### src/rtl/serial_controller.sv
// -----------------------------------------------------------------------------
// serial_controller
//
// Purpose:
//   Serial line engine between the APB slave and the off-chip keyboard/mouse
//   link.
//   TX: when the slave pulses transmit, the byte on tx_data is shifted out on
//       txd as a UART frame. tx_done pulses for one cycle when the frame ends.
//   RX: rxd is synchronised and deserialised. A good byte appears on rx_data
//       and receive stays high until the slave pulses rx_done.
//
// Frame format:
//   start(0), d[0]..d[7] LSB first, [even parity], stop(1).
//   Each bit lasts CLKS_PER_BIT pclk cycles.
//
// Build option:
//   SERIAL_PARITY_EN
//     Defined: an even-parity bit (^data) follows d[7]. On RX, a parity
//       mismatch is reported like a bad stop bit.
//     Undefined: plain 8N1 framing. No parity state is built.
//
// Parameters:
//   CLKS_PER_BIT  pclk cycles per serial bit. Must be even and >= 4.
//
// Ports:
//   pclk          in   1  clock, rising edge
//   preset        in   1  asynchronous, active-high reset
//   transmit      in   1  TX request; only looked at while TX is idle
//   tx_data       in   8  byte to send; captured when transmit is accepted
//   tx_done       out  1  one-cycle pulse when the TX frame completes
//   rx_data       out  8  last good received byte
//   receive       out  1  a received byte is pending
//   rx_done       in   1  slave has consumed rx_data
//   txd           out  1  serial out; idles high
//   rxd           in   1  serial in; asynchronous
//   rx_frame_err  out  1  one-cycle pulse: bad stop (or parity) bit
//   rx_overrun    out  1  one-cycle pulse: good byte dropped, receive was busy
// -----------------------------------------------------------------------------
module serial_controller #(
  parameter int CLKS_PER_BIT = 16
) (
  input  logic       pclk,
  input  logic       preset,
  input  logic       transmit,
  input  logic [7:0] tx_data,
  output logic       tx_done,
  output logic [7:0] rx_data,
  output logic       receive,
  input  logic       rx_done,
  output logic       txd,
  input  logic       rxd,
  output logic       rx_frame_err,
  output logic       rx_overrun
);

  localparam int CW = $clog2(CLKS_PER_BIT);
  localparam logic [CW-1:0] C_BIT_LAST  = CW'(CLKS_PER_BIT - 1);
  localparam logic [CW-1:0] C_HALF_LAST = CW'(CLKS_PER_BIT / 2 - 1);
  localparam logic [CW-1:0] C_ONE       = CW'(1);

  typedef enum logic [2:0] {
    T_IDLE   = 3'd0,
    T_START  = 3'd1,
    T_DATA   = 3'd2,
`ifdef SERIAL_PARITY_EN
    T_PARITY = 3'd3,
`endif
    T_STOP   = 3'd4,
    T_DONE   = 3'd5
  } tx_state_t;

  typedef enum logic [2:0] {
    R_IDLE   = 3'd0,
    R_START  = 3'd1,
    R_DATA   = 3'd2,
`ifdef SERIAL_PARITY_EN
    R_PARITY = 3'd3,
`endif
    R_STOP   = 3'd4
  } rx_state_t;

  // ---------------------------------------------------------------------------
  // Transmitter
  // ---------------------------------------------------------------------------
  tx_state_t       r_tx_state;
  tx_state_t       w_tx_state_next;
  logic [CW-1:0]   r_tx_cnt;
  logic [CW-1:0]   w_tx_cnt_next;
  logic [2:0]      r_tx_bit;
  logic [2:0]      w_tx_bit_next;
  logic [7:0]      r_tx_shift;
  logic [7:0]      w_tx_shift_next;
  logic            r_txd;
  logic            w_txd_next;
  logic            r_tx_done;
  logic            w_tx_done_next;
  logic            w_tx_bit_end;
`ifdef SERIAL_PARITY_EN
  logic            r_tx_par;
  logic            w_tx_par_next;
`endif

  assign w_tx_bit_end = (r_tx_cnt == C_BIT_LAST);

  always_ff @(posedge pclk or posedge preset) begin
    if (preset) begin
      r_tx_state <= T_IDLE;
      r_tx_cnt   <= '0;
      r_tx_bit   <= '0;
      r_tx_shift <= '0;
      r_txd      <= 1'b1;
      r_tx_done  <= 1'b0;
`ifdef SERIAL_PARITY_EN
      r_tx_par   <= 1'b0;
`endif
    end else begin
      r_tx_state <= w_tx_state_next;
      r_tx_cnt   <= w_tx_cnt_next;
      r_tx_bit   <= w_tx_bit_next;
      r_tx_shift <= w_tx_shift_next;
      r_txd      <= w_txd_next;
      r_tx_done  <= w_tx_done_next;
`ifdef SERIAL_PARITY_EN
      r_tx_par   <= w_tx_par_next;
`endif
    end
  end

  always_comb begin
    w_tx_state_next = r_tx_state;
    w_tx_cnt_next   = r_tx_cnt;
    w_tx_bit_next   = r_tx_bit;
    w_tx_shift_next = r_tx_shift;
    w_txd_next      = 1'b1;
    w_tx_done_next  = 1'b0;
`ifdef SERIAL_PARITY_EN
    w_tx_par_next   = r_tx_par;
`endif

    case (r_tx_state)
      T_IDLE: begin
        if (transmit) begin
          w_tx_shift_next = tx_data;
          w_tx_cnt_next   = '0;
          w_tx_bit_next   = '0;
          w_tx_state_next = T_START;
`ifdef SERIAL_PARITY_EN
          w_tx_par_next   = ^tx_data;
`endif
        end
      end
      T_START: begin
        if (w_tx_bit_end) begin
          w_tx_cnt_next   = '0;
          w_tx_state_next = T_DATA;
        end else begin
          w_tx_cnt_next = r_tx_cnt + C_ONE;
        end
      end
      T_DATA: begin
        if (w_tx_bit_end) begin
          w_tx_cnt_next   = '0;
          // The bit on the line is always shift[0]; advance at bit boundaries.
          w_tx_shift_next = {1'b0, r_tx_shift[7:1]};
          if (r_tx_bit == 3'd7) begin
            w_tx_bit_next   = '0;
`ifdef SERIAL_PARITY_EN
            w_tx_state_next = T_PARITY;
`else
            w_tx_state_next = T_STOP;
`endif
          end else begin
            w_tx_bit_next = r_tx_bit + 3'd1;
          end
        end else begin
          w_tx_cnt_next = r_tx_cnt + C_ONE;
        end
      end
`ifdef SERIAL_PARITY_EN
      T_PARITY: begin
        if (w_tx_bit_end) begin
          w_tx_cnt_next   = '0;
          w_tx_state_next = T_STOP;
        end else begin
          w_tx_cnt_next = r_tx_cnt + C_ONE;
        end
      end
`endif
      T_STOP: begin
        if (w_tx_bit_end) begin
          w_tx_cnt_next   = '0;
          w_tx_state_next = T_DONE;
        end else begin
          w_tx_cnt_next = r_tx_cnt + C_ONE;
        end
      end
      T_DONE: begin
        w_tx_state_next = T_IDLE;
      end
      default: begin
        w_tx_state_next = T_IDLE;
        w_tx_cnt_next   = '0;
        w_tx_bit_next   = '0;
      end
    endcase

    // txd and tx_done are registered from the next state so the pins never
    // see decode glitches and line up exactly with the state they belong to.
    case (w_tx_state_next)
      T_START:  w_txd_next = 1'b0;
      T_DATA:   w_txd_next = w_tx_shift_next[0];
`ifdef SERIAL_PARITY_EN
      T_PARITY: w_txd_next = w_tx_par_next;
`endif
      default:  w_txd_next = 1'b1;
    endcase
    w_tx_done_next = (w_tx_state_next == T_DONE);
  end

  assign txd     = r_txd;
  assign tx_done = r_tx_done;

  // ---------------------------------------------------------------------------
  // Receiver
  // ---------------------------------------------------------------------------
  logic            r_rxd_meta;
  logic            r_rxd_sync;
  logic            r_rxd_prev;
  rx_state_t       r_rx_state;
  rx_state_t       w_rx_state_next;
  logic [CW-1:0]   r_rx_cnt;
  logic [CW-1:0]   w_rx_cnt_next;
  logic [2:0]      r_rx_bit;
  logic [2:0]      w_rx_bit_next;
  logic [7:0]      r_rx_shift;
  logic [7:0]      w_rx_shift_next;
  logic [7:0]      r_rx_data;
  logic [7:0]      w_rx_data_next;
  logic            r_receive;
  logic            w_receive_next;
  logic            r_rx_frame_err;
  logic            w_rx_frame_err_next;
  logic            r_rx_overrun;
  logic            w_rx_overrun_next;
  logic            w_rx_fall;
  logic            w_rx_bit_end;
  logic            w_rx_frame_ok;
`ifdef SERIAL_PARITY_EN
  logic            r_rx_par_err;
  logic            w_rx_par_err_next;
`endif

  // Two-flop synchroniser plus one extra stage for edge detection. Resetting
  // to 1 (idle line) keeps reset release from looking like a start bit.
  always_ff @(posedge pclk or posedge preset) begin
    if (preset) begin
      r_rxd_meta <= 1'b1;
      r_rxd_sync <= 1'b1;
      r_rxd_prev <= 1'b1;
    end else begin
      r_rxd_meta <= rxd;
      r_rxd_sync <= r_rxd_meta;
      r_rxd_prev <= r_rxd_sync;
    end
  end

  // Only a 1->0 transition arms the receiver. After a bad stop bit the line
  // may still be low; no new frame starts until it has been seen high again.
  assign w_rx_fall    = r_rxd_prev & ~r_rxd_sync;
  assign w_rx_bit_end = (r_rx_cnt == C_BIT_LAST);

`ifdef SERIAL_PARITY_EN
  assign w_rx_frame_ok = r_rxd_sync & ~r_rx_par_err;
`else
  assign w_rx_frame_ok = r_rxd_sync;
`endif

  always_ff @(posedge pclk or posedge preset) begin
    if (preset) begin
      r_rx_state     <= R_IDLE;
      r_rx_cnt       <= '0;
      r_rx_bit       <= '0;
      r_rx_shift     <= '0;
      r_rx_data      <= '0;
      r_receive      <= 1'b0;
      r_rx_frame_err <= 1'b0;
      r_rx_overrun   <= 1'b0;
`ifdef SERIAL_PARITY_EN
      r_rx_par_err   <= 1'b0;
`endif
    end else begin
      r_rx_state     <= w_rx_state_next;
      r_rx_cnt       <= w_rx_cnt_next;
      r_rx_bit       <= w_rx_bit_next;
      r_rx_shift     <= w_rx_shift_next;
      r_rx_data      <= w_rx_data_next;
      r_receive      <= w_receive_next;
      r_rx_frame_err <= w_rx_frame_err_next;
      r_rx_overrun   <= w_rx_overrun_next;
`ifdef SERIAL_PARITY_EN
      r_rx_par_err   <= w_rx_par_err_next;
`endif
    end
  end

  always_comb begin
    w_rx_state_next     = r_rx_state;
    w_rx_cnt_next       = r_rx_cnt;
    w_rx_bit_next       = r_rx_bit;
    w_rx_shift_next     = r_rx_shift;
    w_rx_data_next      = r_rx_data;
    // rx_done only has an effect while a byte is pending.
    w_receive_next      = r_receive & ~rx_done;
    w_rx_frame_err_next = 1'b0;
    w_rx_overrun_next   = 1'b0;
`ifdef SERIAL_PARITY_EN
    w_rx_par_err_next   = r_rx_par_err;
`endif

    case (r_rx_state)
      R_IDLE: begin
        if (w_rx_fall) begin
          w_rx_cnt_next   = '0;
          w_rx_bit_next   = '0;
          w_rx_state_next = R_START;
        end
      end
      R_START: begin
        // Mid-start check; every later sample is a whole bit after this one.
        if (r_rx_cnt == C_HALF_LAST) begin
          w_rx_cnt_next   = '0;
          w_rx_state_next = r_rxd_sync ? R_IDLE : R_DATA;
        end else begin
          w_rx_cnt_next = r_rx_cnt + C_ONE;
        end
      end
      R_DATA: begin
        if (w_rx_bit_end) begin
          w_rx_cnt_next   = '0;
          w_rx_shift_next = {r_rxd_sync, r_rx_shift[7:1]};
          if (r_rx_bit == 3'd7) begin
            w_rx_bit_next   = '0;
`ifdef SERIAL_PARITY_EN
            w_rx_state_next = R_PARITY;
`else
            w_rx_state_next = R_STOP;
`endif
          end else begin
            w_rx_bit_next = r_rx_bit + 3'd1;
          end
        end else begin
          w_rx_cnt_next = r_rx_cnt + C_ONE;
        end
      end
`ifdef SERIAL_PARITY_EN
      R_PARITY: begin
        if (w_rx_bit_end) begin
          w_rx_cnt_next     = '0;
          w_rx_par_err_next = r_rxd_sync ^ (^r_rx_shift);
          w_rx_state_next   = R_STOP;
        end else begin
          w_rx_cnt_next = r_rx_cnt + C_ONE;
        end
      end
`endif
      R_STOP: begin
        if (w_rx_bit_end) begin
          w_rx_cnt_next   = '0;
          w_rx_state_next = R_IDLE;
          if (w_rx_frame_ok) begin
            // A consume in the same cycle frees the holding register, so the
            // new byte is accepted instead of being counted as an overrun.
            if (!r_receive || rx_done) begin
              w_rx_data_next = r_rx_shift;
              w_receive_next = 1'b1;
            end else begin
              w_rx_overrun_next = 1'b1;
            end
          end else begin
            w_rx_frame_err_next = 1'b1;
          end
        end else begin
          w_rx_cnt_next = r_rx_cnt + C_ONE;
        end
      end
      default: begin
        w_rx_state_next = R_IDLE;
        w_rx_cnt_next   = '0;
        w_rx_bit_next   = '0;
      end
    endcase
  end

  assign rx_data      = r_rx_data;
  assign receive      = r_receive;
  assign rx_frame_err = r_rx_frame_err;
  assign rx_overrun   = r_rx_overrun;

endmodule
### config.mk
export PLATFORM = sky130hd
export DESIGN_NAME = serial_controller
export DESIGN_NICKNAME = d
export VERILOG_FILES = /design/src/rtl/serial_controller.sv
export SDC_FILE = /design/constraint.sdc
export NUM_CORES = 1
export LEC_CHECK = 0
export ABC_AREA = 1
export BUFFER_PORTS_ARGS = -buffer_cell sky130_fd_sc_hd__buf_4
export CAP_MARGIN = 5
export CORE_AREA = 2 2 81 83
export DETAILED_ROUTE_END_ITERATION = 7
export DIE_AREA = 0 0 83 85
export GPL_ROUTABILITY_DRIVEN = 1
export GPL_TIMING_DRIVEN = 0
export SYNTH_ARGS = -nofsm -noshare
export SYNTH_HDL_FRONTEND = slang
export SYNTH_SLANG_ARGS = --single-unit
### constraint.sdc
create_clock -name pclk -period 1.53 [get_ports pclk]
set_input_delay 0.153 -clock pclk [delete_from_list [all_inputs] [get_ports pclk]]
set_output_delay 0.153 -clock pclk [all_outputs]
set_load 0.02 [all_outputs]
; Word level (Yosys, flattened, before mapping)
; Cells that the tools add are included.
[classes]
n_addsub = 4
mul = 0
div_mod_pow = 0
magnitude_cmp = 0
eq_ne = 22
shifts = 0
n_mux = 43
n_bitwise = 7
reduce_logical = 16
[op_table]
columns = op, n
row1 = 2-to-1 mux 3 bit, 16
row2 = one-hot mux 3 bit (4 select lines), 2
row3 = one-hot mux 4 bit (3 select lines), 2
row4 = 2-to-1 mux 4 bit, 5
row5 = "== test 3 bit, second input constant", 6
row6 = one-hot mux 3 bit (3 select lines), 2
row7 = 2-to-1 mux 8 bit, 2
row8 = one-hot mux 8 bit (2 select lines), 1
row9 = "!= test 2 bit, second input constant", 7
row10 = 2-to-1 mux 1 bit, 11
row11 = "== test 3 x 1 -> 1 bit, second input constant", 3
row12 = "== test 3 x 2 -> 1 bit, second input constant", 3
row13 = AND reduction 3 bit, 3
row14 = "adder 4 x 1 -> 4 bit, second input constant", 2
row15 = "== test 4 bit, second input constant", 2
row16 = "adder 3 x 1 -> 3 bit, second input constant", 2
row17 = zero test 3 bit, 2
row18 = OR reduction 3 bit, 2
row19 = inverter 1 bit, 5
row20 = AND reduction 5 bit, 1
row21 = "== test 4 x 3 -> 1 bit, second input constant", 1
row22 = AND reduction 2 bit, 2
row23 = AND reduction 4 bit, 1
row24 = OR reduction 2 bit, 2
row25 = 6 further kinds, 7
[word_totals]
reg_bits = 52
latch_bits = 0
mem_bits_rw = 0
rom_bits = 0
input_bits = 13
out_inout_bits = 13
memories = 0

; Longest topological paths before layout
; Gate-level depths: netlist of run 1.
[depth]
word_depth = 6
mapped_depth = 8
mapped_depth_nobuf = 8

; Worst setup path before layout of run 1
; No wires, ideal clock.
[synth_timing]
path_kind = reg-to-reg
startpoint = reg r_rx_cnt[0]
endpoint = reg r_rx_bit[0]
arrival_time_ps = 1199
t_required_ps = 1414
slack_ps = 214
path_stages_with_launch = 9
cell_sequence = dfrtp_1 ha_1 nand2_2 nor2_8 inv_1 nand2_1 nand2_1 nand2_1 nand2_1
[synth_via]
elab_chain_len = 3
[synth_lines]
columns = element, line
row1 = "start, declared", 231  ; logic [CW-1:0] r_rx_cnt;
row2 = "start signal, assigned", 293  ; r_rx_cnt <= w_rx_cnt_next;
row3 = == test 4 bit, 270  ; assign w_rx_bit_end = (r_rx_cnt == C_BIT_LAST);
row4 = != test 2 bit (no source line), -
row5 = AND reduction 3 bit (no source line), -
row6 = "end signal, assigned", 294  ; r_rx_bit <= w_rx_bit_next;
row7 = "end, declared", 233  ; logic [2:0] r_rx_bit;
; Every way passes these cells.
; A chain may end at the register's enable or synchronous reset.

; Final worst setup path of run 1
[layout_timing]
startpoint = reg r_rx_cnt[0]
endpoint = reg r_rx_cnt[0]
[layout_via]
elab_chain_len = 3
elab_cells_between_ends = 6
classes_between = 1 x add/sub / 2 x eq/ne / 3 x mux
[layout_lines]
columns = element, line
row1 = adder 4 x 1 -> 4 bit (tied with other cells), "334, 352, 383"
row2 = "2-to-1 mux 4 bit, on equally long branches", "338, 367, 330"
row3 = one-hot mux 4 bit (3 select lines) (*), 320  ; case (r_rx_state)
; Mark *: on every way between the ends. The rest lies on a longest branch, timed or not.

==> impl_metrics.yaml, run 1 <==
outcome:
  run_status: "completed"
clock_tree:
  cts_buffers: 5
  clk-insertion-delay-late_ns: 0.30
  path_clk_slew_ns: 0.09
  cts_num_sinks: 52
  htree_levels: 2
  cts_tree: "done"
  ctsRootBufferMaster: "clkbuf_8"
  clk_path_buf_depth: 2
setup_path:
  path_max_fanout: 5
  crit_type: "reg -> reg"
  cp-startpoint: "r_rx_cnt[0]"
  endpoint: "r_rx_cnt[0]"
  crit_family: "flip-flops"
  crit_path_max_incr_delay_ns: 0.39
  critPathLaunchType: "flip-flop"
  end_kind: "flip-flop"
  cp.required_ns: 1.72
  worstPathArrival_ns: 1.60
  r2r_slack_ns: 0.12
  crit_cells: 6
  timing.rr.start: "r_rx_cnt[0]"
  cp_slowest_cell: "dfrtp_1"
  rr_worst_depth: 6
  crit_buf_inv: 1
  path_cells: "ha_1 -> nand2_2 -> nor2_8 -> inv_1 -> a21oi_1 -> mux2i_1"
  regToRegEndpoint: "r_rx_cnt[0]"
sta:
  relSlewSlack_pct: 51.4
  worstMarginPinSlew_ns: 0.726
  report.final.slew_viol_count: 0
  fin_crit_sh_pct: 92.3
  timing.final.hold_violations: 0
  fin_crit_ns: 1.41
  rsz0062_at_grt: "false"
  setup_viol: 0
  max_freq_mhz: 708
  skew_ns: 0.0142
  setup_ws_ns: 0.117
finish:
  drive_above_1_share_pct: 21.1
  fin_cells: 390
  multiInputGateArea_um2: 1030
  antenna_cells: 0
  seqCellArea_um2: 1310
  nNetsFinal: 331
  fill_cells: 650
  syn_to_final_growth_pct: 17.9
grt:
  grt_usage_pct: 13.8
  grt_pass1_wl_um: 8040
  grt_antenna_before_repair: 0
  grt_max_degree: 43
  grt_overflow: 0
  grt_pass1_vias: 1829
synth:
  ys_warn_count: 0
  synth-async-reset-ratio_pct: 100
  synth_area_leaders: "dfrtp_1, nand2_1, nand3_1"
  seq_area_frac_synth_pct: 53.8
  synth_fp_nets: 294
  avgSynthCellArea_um2: 8.82
  muxShareOfSynthArea_pct: 0.413
  synth_ff_type: "dfrtp_1"
  synth.most_common_cell: "nand2_1"
  synth_commonest_cells: "nand2_1, dfrtp_1, nand3_1"
  synth-edff-count: 0
  synth-compound-area-share_pct: 5.88
  synth-xor-area-share_pct: 0.722
  synth_top_family_by_area: "simple AND/OR/NAND/NOR gates"
  yosys.area.top_type: "dfrtp_1"
  ys_types: 30
  synth_fa_ha_area_share_pct: 3.09
  yosys.area.top_type_share_pct: 49.5
  ys_ff_latch: 52
  syn_inst: 275
  yosys.area_share.simple_pct: 32.2
  mappedNetlistArea_um2: 2430
run:
  drv_cap: 0
floorplanning:
  die_w_um: 83
  die_h_um: 85
  coreArea_um2: 6200
  num_io_pins: 26
  rows: 29
  initial_core_util_pct: 39.1
  die_area_um2: 7060
pwr:
  pwr-share-comb_pct: 21.9
  powerDensity_nw_per_um2: 1040
  p_total_uw: 2980
  intPower_uw: 2020
  clock_power_share_pct: 25.9
  leakage_uw: 0.00152
  p_switching_uw: 961
  peakVddDrop_mv: 0.574
  power_frac_seq_pct: 52.2
  switching_share_pct: 32.3
placement:
  dp.final_hpwl_um: 3080
  portBuffers: 25
  place_ws_ns: 0.0376
  dp_cells: 378
  gp_congestion: 0.803
route:
  vias: 1810
  wl_um: 4310
  drtIter0Drc: 95
  vias_per_cell: 4.64
  wl_per_cell_um: 11.1
  drtAntennaViolNets: 0
  first_pass_iters: 6
  drc: 0
min_path:
  hold_path_class: "in -> reg"
## sequential cells by signal (all words and copies together), names as in the netlist, 3 cells and up
register and flops:
r_tx_shift 8, r_rx_bit 3, r_rx_shift 8, r_tx_bit 3, r_rx_state 3, r_tx_cnt 4
r_rx_cnt 4, rx_data 8, r_tx_state 3
## area by class of cell
class	instances	share of cell area [%]
clock buffers	6	2.54
multi-input cells	201	36.1
inverters	20	2.62
well taps	77	3.37
flip-flops and latches	52	45.6
plain buffers	2	0.656
clock inverters	2	0.568
repair buffers	30	8.48
## tightest hold or removal path, stage by stage
cell and delay (ns):
buf_4 0.07, nand2_1 0.04, nand2_1 0.05
## stage by stage
step / area, µm² / setup TNS, ns / utilization (%) / hold WS (ns)
after global placement: 2710 / -32.29 / 43.7 / 0.264
after detailed placement: 2730 / 0 / 44.0 / 0.115
after floorplan: 2430 / 0 / - / 0.157
after global routing: 2860 / 0 / 46.1 / 0.0432
final: 2860 / 0 / 46.1 / 0.0429
after CTS: 2840 / 0 / 45.8 / 0.0331
## what timing repair did
action	4_1_cts	5_1_grt
buffers inserted	0	2
endpoints found under the setup margin	0	18
hold buffers	2	0
gates resized for setup	0	3
endpoints found under the hold margin	10	0
## per-layer routing
metal  vias up  track usage, %  part of all wire (%)
met5         -               0                     0
met4         0            4.92                   1.6
met3         4            3.11                   3.5
met2        24            22.0                    44
met1       817            18.6                    51
li1        965               -                     -
## logic make-up after synthesis
logic type,after synthesis
flip-flops,52
buffers and inverters,22
multiplexers,1
adder cells (fa/ha/maj),6
XOR/XNOR,2
AND/OR/NAND/NOR,167
AO/OA/AOI/OAI,25
## cells in the final DEF (no fill, tap or decap), types with 2 or more instances in the layout
master / synthesis / routed
nand2_1: 105 / 104
dfrtp_1: 48 / 48
buf_4: 1 / 28
nand3_1: 26 / 26
inv_1: 17 / 16
nor2_1: 13 / 12
o21ai_1: 9 / 9
o21ai_0: 7 / 7
nand2_2: 4 / 5
ha_1: 6 / 5
clkbuf_8: 0 / 5
inv_2: 3 / 4
nor2_4: 4 / 4
a21oi_1: 4 / 4
nand4_1: 4 / 4
dfstp_2: 4 / 4
nand3_4: 2 / 2
nand3b_1: 2 / 2
xor2_1: 2 / 2
o22ai_1: 2 / 2
nor2_2: 1 / 2
nor3_1: 2 / 2
dlygate4sd3_1: 0 / 2
## worst min-delay path by stage
stage,start,to,slack [ns],cells past startpoint
finish,tx_data[7],r_tx_shift[7],0.04,3
detailed placement,preset,r_rx_cnt[0],0.11,2
global placement,rxd,r_rxd_meta,0.26,1
CTS,tx_data[7],r_tx_shift[7],0.03,3
floorplan,rxd,r_rxd_meta,0.16,0
global route,tx_data[7],r_tx_shift[7],0.04,3
## power groups by stage
stage / Combinational (µW) / Clock (µW) / Sequential, µW
6_report: 652 / 771 / 1560
5_1_grt: 765 / 878 / 1570
4_1_cts: 646 / 813 / 1560
3_5_place_dp: 637 / 0 / 1580
3_3_place_gp: 620 / 0 / 1580
2_1_floorplan: 495 / 0 / 1570
(Power assumes the default switching activity.)
==> inputs of run 2 (changes only) <==
--- a/config.mk
+++ b/config.mk
@@ -13,6 +13,7 @@
 export DIE_AREA = 0 0 83 85
 export GPL_ROUTABILITY_DRIVEN = 1
 export GPL_TIMING_DRIVEN = 0
+export REMOVE_ABC_BUFFERS = 1
 export SYNTH_ARGS = -nofsm -noshare
 export SYNTH_HDL_FRONTEND = slang
 export SYNTH_SLANG_ARGS = --single-unit
==> run 2 against run 1 <==
Compared with the run above: cell area up 0.61%; largest cell class unchanged; setup slack better by 0.0014 ns; utilization up 0.28 points; critical endpoint is now rx_data[4].
==> impl_metrics.yaml, run 2 (synthesis results as in run 1) <==
floorplanning:
  num_io_pins: 26
  die_w_um: 83
  die_h_um: 85
  rows: 29
  die_area_um2: 7060
  coreArea_um2: 6200
  initial_core_util_pct: 39.1
clock_tree:
  cts_buffers: 5
  clk_path_buf_depth: 2
  cts_tree: "done"
  htree_levels: 2
  path_clk_slew_ns: 0.09
  ctsRootBufferMaster: "clkbuf_8"
  cts_num_sinks: 52
  clk-insertion-delay-late_ns: 0.30
finish:
  mostFrequentLayoutCells: "nand2_1, dfrtp_1, buf_4"
  syn_to_final_growth_pct: 18.7
  fin_area_um2: 2880
  final_common_cell: "nand2_1"
  fill_cells: 606
  drive_above_1_share_pct: 22.3
  antenna_cells: 0
  nNetsFinal: 332
grt:
  grt_pass1_wl_um: 7970
  grt_pass1_vias: 1760
  grt_usage_pct: 13.6
  grt_overflow: 0
  grt_max_degree: 43
  grt_antenna_before_repair: 0
sta:
  relSlewSlack_pct: 50.0
  max_freq_mhz: 708
  rsz0062_at_grt: "false"
  skew_ns: 0.00563
  fin_crit_sh_pct: 92.3
  hold_slack_ns: 0.0520
  timing.final.hold_violations: 0
  worstMarginPinSlew_ns: 0.748
  report.final.slew_viol_count: 0
  fin_crit_ns: 1.41
  setup_viol: 0
  setup_ws_ns: 0.119
route:
  wl_per_cell_um: 11.1
  drtIter0Drc: 52
  vias_per_cell: 4.72
  wl_um: 4350
  vias: 1844
  drc: 0
  first_pass_iters: 6
  drtAntennaViolNets: 0
outcome:
  run_status: "completed"
placement:
  dp.final_hpwl_um: 3050
  gp_congestion: 0.816
  portBuffers: 25
  place_ws_ns: 0.0166
  dpl_cell_area_um2: 2710
pwr:
  leakage_uw: 0.00155
  powerDensity_nw_per_um2: 1050
  peakVddDrop_mv: 0.530
run:
  drv_cap: 0
setup_path:
  cp.required_ns: 1.73
  path_cells: "ha_2 -> nand2_2 -> nor2_8 -> nand3_4 -> buf_4 -> o21ai_1 -> nand2_1"
  critPathLaunchType: "flip-flop"
  crit_path_max_incr_delay_ns: 0.39
  cp_slowest_cell: "dfrtp_1"
  crit_type: "reg -> reg"
  worstPathArrival_ns: 1.61
  crit_buf_inv: 1
  end_kind: "flip-flop"
  path_max_fanout: 10
  crit_family: "simple AND/OR/NAND/NOR gates"
min_path:
  hold_path_class: "in -> reg"
-- run 2: cell count changes in the layout (fill, tap and decap cells not counted), sizes merged --
cell and change:
clkinv +1, buf +1, clkinvlp -1
-- run 2: metal layers --
metal	GRT usage [%]	share of wire, %	vias up
met5	0	0	-
met4	4.92	1.7	0
met3	2.63	3.7	6
met2	22.4	45	30
met1	18.1	50	840
li1	-	-	968
-- run 2: metrics by stage --
stage / TNS [ns] / util [%] / instances / total power (µW)
4_1_cts: 0 / 45.6 / 387 / 3040
3_3_place_gp: -30.05 / 43.4 / 375 / 2190
6_report: 0 / 46.4 / 391 / 3030
3_5_place_dp: 0 / 43.7 / 376 / 2200
5_1_grt: 0 / 46.4 / 391 / 3220
2_1_floorplan: 0 / - / 273 / 2050
-- run 2: area by class of cell --
type                            count  area [µm²]  share of cell area, %
Timing Repair Buffer               33         265                   9.21
Tap cell                           77        96.3                   3.35
Clock buffer                        6        82.6                   2.87
Clock inverter                      2        10.0                  0.348
Multi-Input combinational cell    201        1040                   36.2
Sequential cell                    52        1310                   45.4
Inverter                           20        75.1                   2.61
-- run 2: worst paths after layout --
check                           depth (start not counted)  slack (ns)         from       endpoint
min in group asynchronous                               3        0.34       preset  r_tx_shift[1]
worst min-delay path                                    3        0.05   tx_data[7]  r_tx_shift[7]
worst max register to register                          7        0.12  r_rx_cnt[0]     rx_data[4]
worst max-delay path                                    7        0.12  r_rx_cnt[0]     rx_data[4]
max in group asynchronous                               4        0.64       preset     r_rxd_sync
worst min register to register                          0        0.36   r_rxd_meta     r_rxd_sync
-- run 2: what timing repair did --
action,4_1_cts,5_1_grt
hold endpoints to repair,10,0
pin swaps,2,3
hold buffers,2,0
endpoints found under the setup margin,1,21
buffers inserted,1,4
gates resized for setup,0,6
-- run 2: worst reg2reg max path, cell delays in order, from the launching register on --
cell,delay [ns]
dfrtp_1,0.39
ha_2,0.20
nand2_2,0.10
nor2_8,0.13
nand3_4,0.16
buf_4,0.18
o21ai_1,0.10
nand2_1,0.05
-- run 2: power breakdown --
| part | leakage [µW] | internal, µW | switching (µW) |
|---|---|---|---|
| combinational | 0.000826 | 246 | 425 |
| clock | 0.0000510 | 362 | 444 |
| sequential | 0.000669 | 1470 | 86.2 |
| total | 0.00155 | 2080 | 955 |
==> inputs of run 3 (changes only) <==
--- a/config.mk
+++ b/config.mk
@@ -12,7 +12,6 @@
 export DETAILED_ROUTE_END_ITERATION = 7
 export DIE_AREA = 0 0 83 85
 export GPL_ROUTABILITY_DRIVEN = 1
-export GPL_TIMING_DRIVEN = 0
 export REMOVE_ABC_BUFFERS = 1
 export SYNTH_ARGS = -nofsm -noshare
 export SYNTH_HDL_FRONTEND = slang
==> run 3 against run 2 <==
Compared with the run above: sequential power about the same; wire length up 0.97%; setup slack got worse by 0.016 ns; largest power group unchanged.
==> impl_metrics.yaml, run 3 (synthesis results as in run 1) <==
outcome:
  run_status: "completed"
floorplanning:
  coreArea_um2: 6200
  rows: 29
  die_h_um: 85
  initial_core_util_pct: 39.1
  die_area_um2: 7060
  die_w_um: 83
  num_io_pins: 26
sta:
  setup_viol: 0
  hold_slack_ns: 0.0415
  skew_ns: 0.00636
  worstMarginPinSlew_ns: 0.415
  fin_crit_ns: 1.43
  max_freq_mhz: 701
  timing.final.hold_violations: 0
  report.final.slew_viol_count: 0
  relSlewSlack_pct: 72.3
  setup_tns_ns: 0
  fin_crit_sh_pct: 93.3
setup_path:
  crit_type: "reg -> reg"
  crit_path_max_incr_delay_ns: 0.39
  critPathLaunchType: "flip-flop"
  path_cells: "ha_1 -> nand2_2 -> nor2_8 -> nand3_4 -> buf_4 -> o21ai_1 -> nand2_1"
  timing.rr.start: "r_rx_cnt[0]"
  path_max_fanout: 8
  worstPathArrival_ns: 1.63
  cp.required_ns: 1.73
  end_kind: "flip-flop"
  crit_buf_inv: 1
  cp_slowest_cell: "dfrtp_1"
  crit_family: "simple AND/OR/NAND/NOR gates"
  cp-startpoint: "r_rx_cnt[0]"
route:
  drc: 0
  drtAntennaViolNets: 0
  vias_per_cell: 4.77
  wl_per_cell_um: 11.2
  vias: 1869
  drtIter0Drc: 76
  first_pass_iters: 4
  wl_um: 4390
finish:
  mostFrequentLayoutCells: "nand2_1, dfrtp_1, buf_4"
  seqCellArea_um2: 1310
  multiInputGateArea_um2: 1030
  syn_to_final_growth_pct: 18.5
  drive_above_1_share_pct: 21.6
  fin_cells: 392
  final_common_cell: "nand2_1"
  fill_cells: 606
  nNetsFinal: 333
  antenna_cells: 0
clock_tree:
  ctsRootBufferMaster: "clkbuf_8"
  clk-insertion-delay-late_ns: 0.31
  htree_levels: 2
  cts_buffers: 5
  path_clk_slew_ns: 0.10
  clk_path_buf_depth: 2
  cts_num_sinks: 52
  cts_tree: "done"
grt:
  grt_overflow: 0
  grt_max_degree: 38
  grt_usage_pct: 13.3
  grt_pass1_wl_um: 7730
  grt_antenna_before_repair: 0
  grt_pass1_vias: 1736
placement:
  dp_cells: 378
  gp_congestion: 0.800
  portBuffers: 25
  dp.final_hpwl_um: 3180
pwr:
  peakVddDrop_mv: 0.525
  leakage_uw: 0.00153
  powerDensity_nw_per_um2: 1050
min_path:
  worst_hold_startpoint: "tx_data[7]"
  hold_path_class: "in -> reg"
run:
  drv_cap: 0
## run 3: cell types whose count changed in the layout (fill, tap and decap cells not counted), sizes merged
cell / delta
buf: +1
clkinv: -1
clkinvlp: +2
clkbuf: -1
## run 3: layout make-up
type | count | share of cell area, %
Sequential cell | 52 | 45.5
Timing Repair Buffer | 34 | 9.49
Clock buffer | 5 | 2.39
Inverter | 20 | 2.61
Multi-Input combinational cell | 201 | 35.9
Tap cell | 77 | 3.35
Clock inverter | 3 | 0.827
## run 3: final timing paths
check | endpoint | slack (ns) | cells past startpoint
min in group asynchronous | r_tx_shift[0] | 0.37 | 3
min reg2reg | r_rxd_sync | 0.36 | 0
max reg2reg | rx_data[0] | 0.10 | 7
max in group asynchronous | r_rxd_meta | 0.58 | 4
max | rx_data[0] | 0.10 | 7
min | r_tx_shift[7] | 0.04 | 3
## run 3: report_power, final
| part | internal, µW | switching, µW | total [µW] |
|---|---|---|---|
| Sequential | 1470 | 87.4 | 1550 |
| Combinational | 230 | 425 | 655 |
| Clock | 325 | 480 | 805 |
| Total | 2020 | 993 | 3010 |
## run 3: per-layer routing
metal / global-route usage, % / up-vias / share of wire, %
met2: 21.7 / 26 / 46
met4: 4.47 / 0 / 1.6
met3: 3.02 / 6 / 3.3
met5: 0 / - / 0
met1: 17.7 / 868 / 49
li1: - / 969 / -
## run 3: timing repair
action	in CTS	in global routing
gates resized for setup	0	2
setup endpoints to repair	0	13
endpoints found under the hold margin	15	0
setup buffers	0	4
hold buffers	2	0
## run 3: through the flow
| stage | total power (µW) | setup WS, ns | instance area, µm² | utilization [%] |
|---|---|---|---|---|
| global route | 3210 | -0.00162 | 2870 | 46.3 |
| CTS | 3020 | 0.0704 | 2840 | 45.8 |
| global placement | 2200 | 0.136 | 2730 | 43.9 |
| floorplan | 2050 | 0.126 | 2410 | - |
| finish | 3010 | 0.103 | 2870 | 46.3 |
| detailed placement | 2210 | 0.0933 | 2730 | 43.9 |
## run 3: worst register-to-register path, stage by stage, from the launching register on
cell	delay (ns)
dfrtp_1	0.39
ha_1	0.19
nand2_2	0.11
nor2_8	0.13
nand3_4	0.14
buf_4	0.18
o21ai_1	0.12
nand2_1	0.06
